$ cat src/rtl/updown_counter_mod_pkg.sv
// ============================================================================
// Module : updown_counter_mod_pkg
// Brief  : Shared direction/mode encodings for counter-based blocks.
// Rev    : 1.0 - initial release
// ============================================================================
`default_nettype none

package updown_counter_mod_pkg;

  localparam logic DIR_UP    = 1'b0;
  localparam logic DIR_DN    = 1'b1;
  localparam logic MODE_WRAP = 1'b0;
  localparam logic MODE_SAT  = 1'b1;

endpackage : updown_counter_mod_pkg

`default_nettype wire

$ cat src/rtl/updown_counter_mod_clk_en_prescaler.sv
// ============================================================================
// Module : clk_en_prescaler
// Brief  : Divides enabled clocks by PRESCALE and emits a one-cycle tick.
// Rev    : 1.0 - initial release
// ============================================================================
`default_nettype none

module clk_en_prescaler #(
  parameter int PRESCALE = 1
) (
  input  logic clk,
  input  logic reset_n,
  input  logic clr,
  input  logic en,
  output logic tick
);

  localparam int CW = (PRESCALE > 1) ? $clog2(PRESCALE) : 1;
  localparam logic [CW-1:0] C_LAST = CW'(PRESCALE - 1);

  logic [CW-1:0] cnt_q;
  logic [CW-1:0] cnt_d;

  // For PRESCALE=1 the counter sits at 0 == C_LAST, so tick simply follows en.
  assign tick = en && (cnt_q == C_LAST);

  always_comb begin
    cnt_d = cnt_q;
    if (clr) begin
      cnt_d = '0;
    end else if (en) begin
      cnt_d = (cnt_q == C_LAST) ? '0 : cnt_q + 1'b1;
    end
  end

  always_ff @(posedge clk or negedge reset_n) begin
    if (!reset_n) begin
      cnt_q <= '0;
    end else begin
      cnt_q <= cnt_d;
    end
  end

endmodule : clk_en_prescaler

`default_nettype wire

$ cat src/rtl/updown_counter_mod.sv
// ============================================================================
// Module : updown_counter_mod
// Brief  : Parametrised up/down counter with modulus, wrap/saturate, prescaler.
// Rev    : 1.0 - initial release
// ============================================================================
`default_nettype none

module updown_counter_mod
  import updown_counter_mod_pkg::*;
#(
  parameter int WIDTH    = 8,
  parameter int MAX_VAL  = (1 << WIDTH) - 1,
  parameter int PRESCALE = 1
) (
  input  logic             clk,
  input  logic             reset_n,
  input  logic             clr,
  input  logic             LD,
  input  logic [WIDTH-1:0] D,
  input  logic             en,
  input  logic             up_dn,
  input  logic             sat,
  output logic [WIDTH-1:0] Q,
  output logic             tc,
  output logic             wrap_evt,
  output logic             sat_evt
);

  localparam logic [WIDTH-1:0] C_MAX = WIDTH'(MAX_VAL);

  logic             tick;
  logic             at_max;
  logic             at_zero;
  logic [WIDTH-1:0] q_q,    q_d;
  logic             wrap_q, wrap_d;
  logic             sat_q,  sat_d;

  clk_en_prescaler #(
    .PRESCALE (PRESCALE)
  ) u_prescaler (
    .clk     (clk),
    .reset_n (reset_n),
    .clr     (clr),
    .en      (en),
    .tick    (tick)
  );

  assign at_max  = (q_q == C_MAX);
  assign at_zero = (q_q == '0);

  always_comb begin
    q_d    = q_q;
    wrap_d = 1'b0;
    sat_d  = 1'b0;
    if (clr) begin
      q_d = '0;
    end else if (LD) begin
      q_d = (D > C_MAX) ? C_MAX : D;
    end else if (tick) begin
      // Bounds are tested before the add/sub, so no carry bit is needed.
      if (up_dn == DIR_UP) begin
        if (!at_max) begin
          q_d = q_q + 1'b1;
        end else if (sat == MODE_SAT) begin
          sat_d = 1'b1;
        end else begin
          q_d    = '0;
          wrap_d = 1'b1;
        end
      end else begin
        if (!at_zero) begin
          q_d = q_q - 1'b1;
        end else if (sat == MODE_SAT) begin
          sat_d = 1'b1;
        end else begin
          q_d    = C_MAX;
          wrap_d = 1'b1;
        end
      end
    end
  end

  always_ff @(posedge clk or negedge reset_n) begin
    if (!reset_n) begin
      q_q    <= '0;
      wrap_q <= 1'b0;
      sat_q  <= 1'b0;
    end else begin
      q_q    <= q_d;
      wrap_q <= wrap_d;
      sat_q  <= sat_d;
    end
  end

  assign Q        = q_q;
  assign wrap_evt = wrap_q;
  assign sat_evt  = sat_q;
  assign tc       = ((up_dn == DIR_UP) && at_max) || ((up_dn == DIR_DN) && at_zero);

endmodule : updown_counter_mod

`default_nettype wire

$ cat config.mk
export PLATFORM = sky130hd
export DESIGN_NAME = updown_counter_mod
export DESIGN_NICKNAME = d
export VERILOG_FILES = /design/src/rtl/updown_counter_mod_pkg.sv /design/src/rtl/updown_counter_mod_clk_en_prescaler.sv /design/src/rtl/updown_counter_mod.sv
export SDC_FILE = /design/constraint.sdc
export NUM_CORES = 1
export LEC_CHECK = 0
export CORE_AREA = 2 2 46 48
export CTS_BUF_LIST = sky130_fd_sc_hd__clkbuf_8
export DETAILED_ROUTE_END_ITERATION = 10
export DIE_AREA = 0 0 48 50
export PLACE_DENSITY = 0.84
export SKIP_LAST_GASP = 1
export SLEW_MARGIN = 20
export SYNTH_ARGS = -nofsm -noshare
export SYNTH_HDL_FRONTEND = slang
export SYNTH_HIERARCHICAL = 1
export SYNTH_SLANG_ARGS = --single-unit
$ cat constraint.sdc
create_clock -name clk -period 5.7 [get_ports clk]
set_input_delay 1.14 -clock clk [delete_from_list [all_inputs] [get_ports clk]]
set_output_delay 1.14 -clock clk [all_outputs]
set_load 0.05 [all_outputs]
==> flow_metrics.py, run 1 <==
metrics = {
    "outcome": {
        "status": "completed",
    },
    "clock_network": {
        "root_buffer": "clkbuf_8",
        "htreeDepth": 1,
        "cts_made_buffers": 3,
        "cts_hold_buf": 0,
        "post-cts-setup-buffers": 0,
        "clkTransAtPathRegs_ps": 50,
        "cts-resized-gates": 0,
        "clock_latency_ps": 250,
        "tritoncts": "built",
        "clock-sinks": 10,
        "clock_path_buffers": 2,
    },
    "floorplanning": {
        "core_mm2": 0.001902,
        "dieArea_mm2": 0.002400,
        "die_w_um": 48,
        "die_h_um": 50,
        "io_pins": 26,
        "rows": 16,
        "initial_core_util": 0.5086,
    },
    "routing": {
        "viasPerCell": 6.301,
        "dr.pass1.iters": 4,
        "wl_per_cell_um": 16.88,
        "drt_iter0_drc": 48,
        "vias": 1046,
        "ant_nets": 0,
        "wl_um": 2802,
        "drc": 0,
    },
    "placement": {
        "place_inst": 162,
        "port_buffers": 25,
        "place_ws_ps": 1192,
        "place.gp.congestion": 0.9124,
        "place_area_mm2": 0.001210,
        "hpwlAfterDp_um": 2047,
    },
    "synthesis": {
        "ys.flop_type": "dfrtp_1",
        "synth_fp_nets": 135,
        "synth_warnings": 6,
        "syn-cell-area_um2": 967.2,
        "ys_seq_elements": 10,
        "ys_seq_area_frac": 0.2587,
        "synth_cell_types": 50,
        "syn_inst": 117,
        "avgSynthCellArea_um2": 8.266,
        "async_reset_ff_frac": 1.000,
        "synth_edf_count": 0,
    },
    "critical_path": {
        "cp.arrival_ps": 3420,
        "critical_path_class": "primary input to output port",
        "start_kind": "primary input",
        "critical_path.endpoint_type": "output port",
        "critPathMaxFanout": 14,
        "reg2reg_depth": 6,
        "cp_slowest_cell": "clkdlybuf4s50_1",
        "r2r-end": "Q[6]",
        "required_ps": 4560,
        "crit_chain": "clkdlybuf4s50_1, and3b_1, and3_1, or2_1, clkdlybuf4s50_1",
        "cp_common_cell": "clkdlybuf4s50_1",
        "regToRegSetupSlack_ps": 3530,
        "cpPeakStageDelay_ps": 820,
        "timing.rr.start": "Q[0]",
    },
    "global_route": {
        "overflow": 0,
        "grt.total_usage": 0.2644,
        "grt_pass1_wl_um": 4629,
        "grt_max_degree": 15,
        "antenna_found_initial": 0,
        "grt_pass1_vias": 988,
    },
    "flow_run": {
        "cap_violations": 0,
    },
    "layout": {
        "drive_above_1_share": 0.07194,
        "area_growth_pct": 30.79,
        "fillCellCount": 157,
        "antennaDiodeCount": 0,
        "multi_input_area_um2": 634.4,
        "finalInstanceArea_mm2": 0.001265,
        "nets": 158,
        "seq_area_um2": 250.2,
        "layout.cells.non_filler": 166,
        "final_common_cell": "clkdlybuf4s50_1",
        "layout_common_cells": "25 x clkdlybuf4s50_1, 11 x inv_1, 10 x dfrtp_1, 8 x nor2_1, 8 x a21oi_1",
    },
    "min_path": {
        "min_to": "Q[7]",
        "hold_path.class": "flop to flop",
        "hold_depth": 2,
        "hold_start": "Q[7]",
    },
    "timing": {
        "fin_ws_ps": 1142,
        "finalHoldViolations": 0,
        "drv_slew": 0,
        "worst_slew_pin_slew_ps": 505.4,
        "max-slew-margin-rel": 0.6620,
        "period_share": 0.7996,
        "clock.fmax_ghz": 0.2194,
        "rsz0062_at_grt": "false",
        "finalSetupTns_ps": 0,
        "setup_viol": 0,
        "period_needed_ps": 4558,
        "fin_skew_ps": 2.557,
        "fin_hold_ws_ps": 680.8,
    },
    "pwr": {
        "vdd_drop_max_mv": 0.1277,
        "p_per_area_mw_per_mm2": 233.9,
        "leakagePower_nw": 0.5094,
    },
}
[where the power goes]
part | total [mW] | leakage, nW | switching [mW] | internal [mW]
combinational | 0.112 | 0.349 | 0.0653 | 0.0463
sequential | 0.0909 | 0.132 | 0.0143 | 0.0766
clock | 0.0934 | 0.0288 | 0.0323 | 0.0611
total | 0.296 | 0.509 | 0.112 | 0.184
[cell type report]
| class | instances | share of cell area |
|---|---|---|
| Timing Repair Buffer | 25 | 0.1978 |
| Tap cell | 27 | 0.02671 |
| Sequential cell | 10 | 0.1978 |
| Multi-Input combinational cell | 89 | 0.5015 |
| Inverter | 11 | 0.03264 |
| Clock buffer | 4 | 0.04352 |
[worst max-delay path, delay by kind of cell]
family	cells	cell delay [ps]
buffers and inverters	2	1490
and+or+nand+nor	3	790
[metrics by stage]
step / util / total power, mW
CTS: 0.6651 / 0.2955
floorplan: - / 0.1663
global route: 0.6651 / 0.3085
global placement: 0.6362 / 0.1991
detailed placement: 0.6362 / 0.2013
finish: 0.6651 / 0.2959
[registers in the layout, indices dropped and copies added (netlist names)]
register  count
Q             8
sat_evt       1
wrap_evt      1
[logic make-up (layout without fill, tap and decap cells)]
family                   after synthesis  count (layout)  share of synthesized area
flip-flops                            10              10                     0.2587
buffers and inverters                 18              40                    0.08537
XOR/XNOR                               3               3                    0.02717
AO/OA/AOI/OAI                         43              43                     0.3402
adder cells (fa/ha/maj)                3               3                    0.03881
AND/OR/NAND/NOR                       39              39                     0.2393
multiplexers                           1               1                    0.01035
[routing by layer]
metal | GRT usage | vias to the layer above | wire, µm
met1 | 0.3767 | 476 | 1181
met2 | 0.3822 | 67 | 1280
met5 | 0 | - | 0
met4 | 0.1171 | 0 | 77
li1 | - | 494 | -
met3 | 0.04029 | 9 | 262
[worst max-delay path by stage]
| stage | startpoint | endpoint | slack, ps | cells after the start |
|---|---|---|---|---|
| finish | up_dn | tc | 1140 | 5 |
| global route | up_dn | tc | 1060 | 5 |
| CTS | up_dn | tc | 1180 | 5 |
| detailed placement | up_dn | tc | 1190 | 5 |
| global placement | up_dn | tc | 1270 | 5 |
| floorplan | up_dn | tc | 2550 | 3 |
[synth_stat cells (2+ instances only)]
| cell type | count | share of area |
|---|---|---|
| a21oi_1 | 8 | 0.041 |
| inv_1 | 11 | 0.043 |
| dfrtp_1 | 10 | 0.26 |
| nor4_1 | 3 | 0.019 |
| nand2_1 | 7 | 0.027 |
| nand3_1 | 2 | 0.010 |
| and3_1 | 3 | 0.019 |
| xnor2_1 | 2 | 0.018 |
| and4_1 | 2 | 0.018 |
| o31ai_1 | 2 | 0.016 |
| o22ai_1 | 2 | 0.013 |
| a31oi_1 | 3 | 0.019 |
| nor3b_1 | 2 | 0.016 |
| a311o_1 | 2 | 0.021 |
| nor2_1 | 8 | 0.031 |
| ha_1 | 3 | 0.039 |
| o211ai_1 | 2 | 0.016 |
| buf_4 | 2 | 0.016 |
| o21ai_0 | 4 | 0.021 |
| clkbuf_1 | 3 | 0.012 |
| nor3_1 | 5 | 0.026 |
| a211oi_1 | 3 | 0.023 |
Note: power is estimated with default switching activity, not from simulation.
==> run 2, diff against run 1 <==
- CORE_AREA: 2 2 46 48 -> 2 2 47 49
- DIE_AREA: 0 0 48 50 -> 0 0 49 51
- PLACE_DENSITY: 0.84 -> 0.81
- clock period: 5.7 -> 4.7 ns (I/O delays scaled with it)
==> flow_metrics.py, run 2 (synthesis results as in run 1) <==
metrics = {
    "clock_network": {
        "cts_hold_buf": 0,
        "clock_path_buffers": 2,
        "tritoncts": "built",
        "htreeDepth": 1,
        "cts-resized-gates": 0,
        "clock-sinks": 10,
        "clock_latency_ps": 240,
        "root_buffer": "clkbuf_8",
        "clkTransAtPathRegs_ps": 50,
        "post-cts-setup-buffers": 0,
        "cts_made_buffers": 3,
    },
    "critical_path": {
        "critPathMaxFanout": 5,
        "regToRegSetupSlack_ps": 2540,
        "start_kind": "primary input",
        "cp.arrival_ps": 2920,
        "critical_path.endpoint_type": "output port",
        "required_ps": 3760,
        "critical_path_class": "primary input to output port",
    },
    "layout": {
        "seq_area_um2": 250.2,
        "layout_common_cells": "25 x clkdlybuf4s50_1, 11 x inv_1, 10 x dfrtp_1, 8 x nor2_1, 8 x a21oi_1",
        "drive_above_1_share": 0.07857,
        "largest_reg_flops": 8,
        "final_common_cell": "clkdlybuf4s50_1",
        "nets": 159,
        "fillCellCount": 191,
        "area_growth_pct": 31.69,
        "antennaDiodeCount": 0,
        "finalInstanceArea_mm2": 0.001274,
        "multi_input_area_um2": 634.4,
    },
    "global_route": {
        "grt_pass1_vias": 958,
        "grt_max_degree": 15,
        "overflow": 0,
        "grt.total_usage": 0.2224,
        "grt_pass1_wl_um": 4291,
        "antenna_found_initial": 0,
    },
    "pwr": {
        "switchingPower_mw": 0.1344,
        "pwr-share-seq": 0.308,
        "pwr-share-comb": 0.381,
        "leakagePower_nw": 0.5142,
        "p_total_mw": 0.3581,
        "power_frac_clock": 0.311,
        "vdd_drop_max_mv": 0.1755,
        "p_per_area_mw_per_mm2": 281.2,
        "power.share.switching": 0.3752,
        "internal-power_mw": 0.2238,
    },
    "flow_run": {
        "cap_violations": 0,
    },
    "routing": {
        "vias": 1032,
        "wl_per_cell_um": 16.10,
        "drt_iter0_drc": 33,
        "ant_nets": 0,
        "drc": 0,
        "wl_um": 2705,
        "viasPerCell": 6.143,
        "dr.pass1.iters": 6,
    },
    "timing": {
        "rsz0062_at_grt": "false",
        "clock.fmax_ghz": 0.2592,
        "setup_viol": 0,
        "finalSetupTns_ps": 0,
        "fin_ws_ps": 842.6,
        "max-slew-margin-rel": 0.6335,
        "fin_skew_ps": 3.155,
        "drv_slew": 0,
        "period_share": 0.8207,
        "worst_slew_pin_slew_ps": 548.1,
        "finalHoldViolations": 0,
        "period_needed_ps": 3857,
    },
    "floorplanning": {
        "io_pins": 26,
        "dieArea_mm2": 0.002499,
        "initial_core_util": 0.4688,
        "rows": 17,
        "die_h_um": 51,
        "die_w_um": 49,
        "core_mm2": 0.002063,
    },
    "min_path": {
        "hold_path.class": "flop to flop",
    },
    "placement": {
        "port_buffers": 25,
        "place_ws_ps": 859.7,
        "hpwlAfterDp_um": 2032,
        "place_area_mm2": 0.001219,
        "place.gp.congestion": 0.9330,
    },
    "outcome": {
        "status": "completed",
    },
}
## run 2: changes by cell type in the layout (fill, tap and decap cells not counted), sizes merged
cell / before / now
buf: 0 / 1
## run 2: metrics by stage
step,hold WS (ps),std cells,util
after CTS,673.6,168,0.6173
final,673.9,168,0.6173
after global routing,703.8,168,0.6173
after global placement,651.4,164,0.5907
after detailed placement,639.2,164,0.5907
after floorplan,644.4,117,-
## run 2: final cells by class
cell class	count	area share
flip-flops and latches	10	0.1965
clock buffers	4	0.04322
well taps	28	0.02750
repair buffers	26	0.2024
inverters	11	0.03242
multi-input cells	89	0.4980
## run 2: path summary, 6_finish.rpt
path                       startpoint   end  depth (start not counted)
min in group asynchronous     reset_n  Q[1]                          1
max in group asynchronous     reset_n  Q[0]                          1
min reg2reg                      Q[6]  Q[6]                          1
max                             up_dn    tc                          5
min                              Q[6]  Q[6]                          1
max reg2reg                      Q[0]  Q[6]                          6
## run 2: critical path, cell delays in order
cell and delay, ps:
clkdlybuf4s50_1 470, and3b_1 230, and3_1 270, or2_1 190, clkdlybuf4s50_1 820
## run 2: layer usage
| layer | vias to the layer above | wire (µm) | global-route usage |
|---|---|---|---|
| met5 | - | 0 | 0 |
| met4 | 0 | 24 | 0.09524 |
| met3 | 2 | 135 | 0.03801 |
| met2 | 37 | 1325 | 0.3744 |
| met1 | 497 | 1219 | 0.2821 |
| li1 | 496 | - | - |
## run 2: power groups by stage
stage | clock network, mW | registers [mW] | logic (mW)
after floorplan | 0 | 0.128 | 0.0740
after global placement | 0 | 0.110 | 0.132
after detailed placement | 0 | 0.110 | 0.135
after CTS | 0.113 | 0.109 | 0.136
after global routing | 0.116 | 0.111 | 0.146
final | 0.111 | 0.110 | 0.137
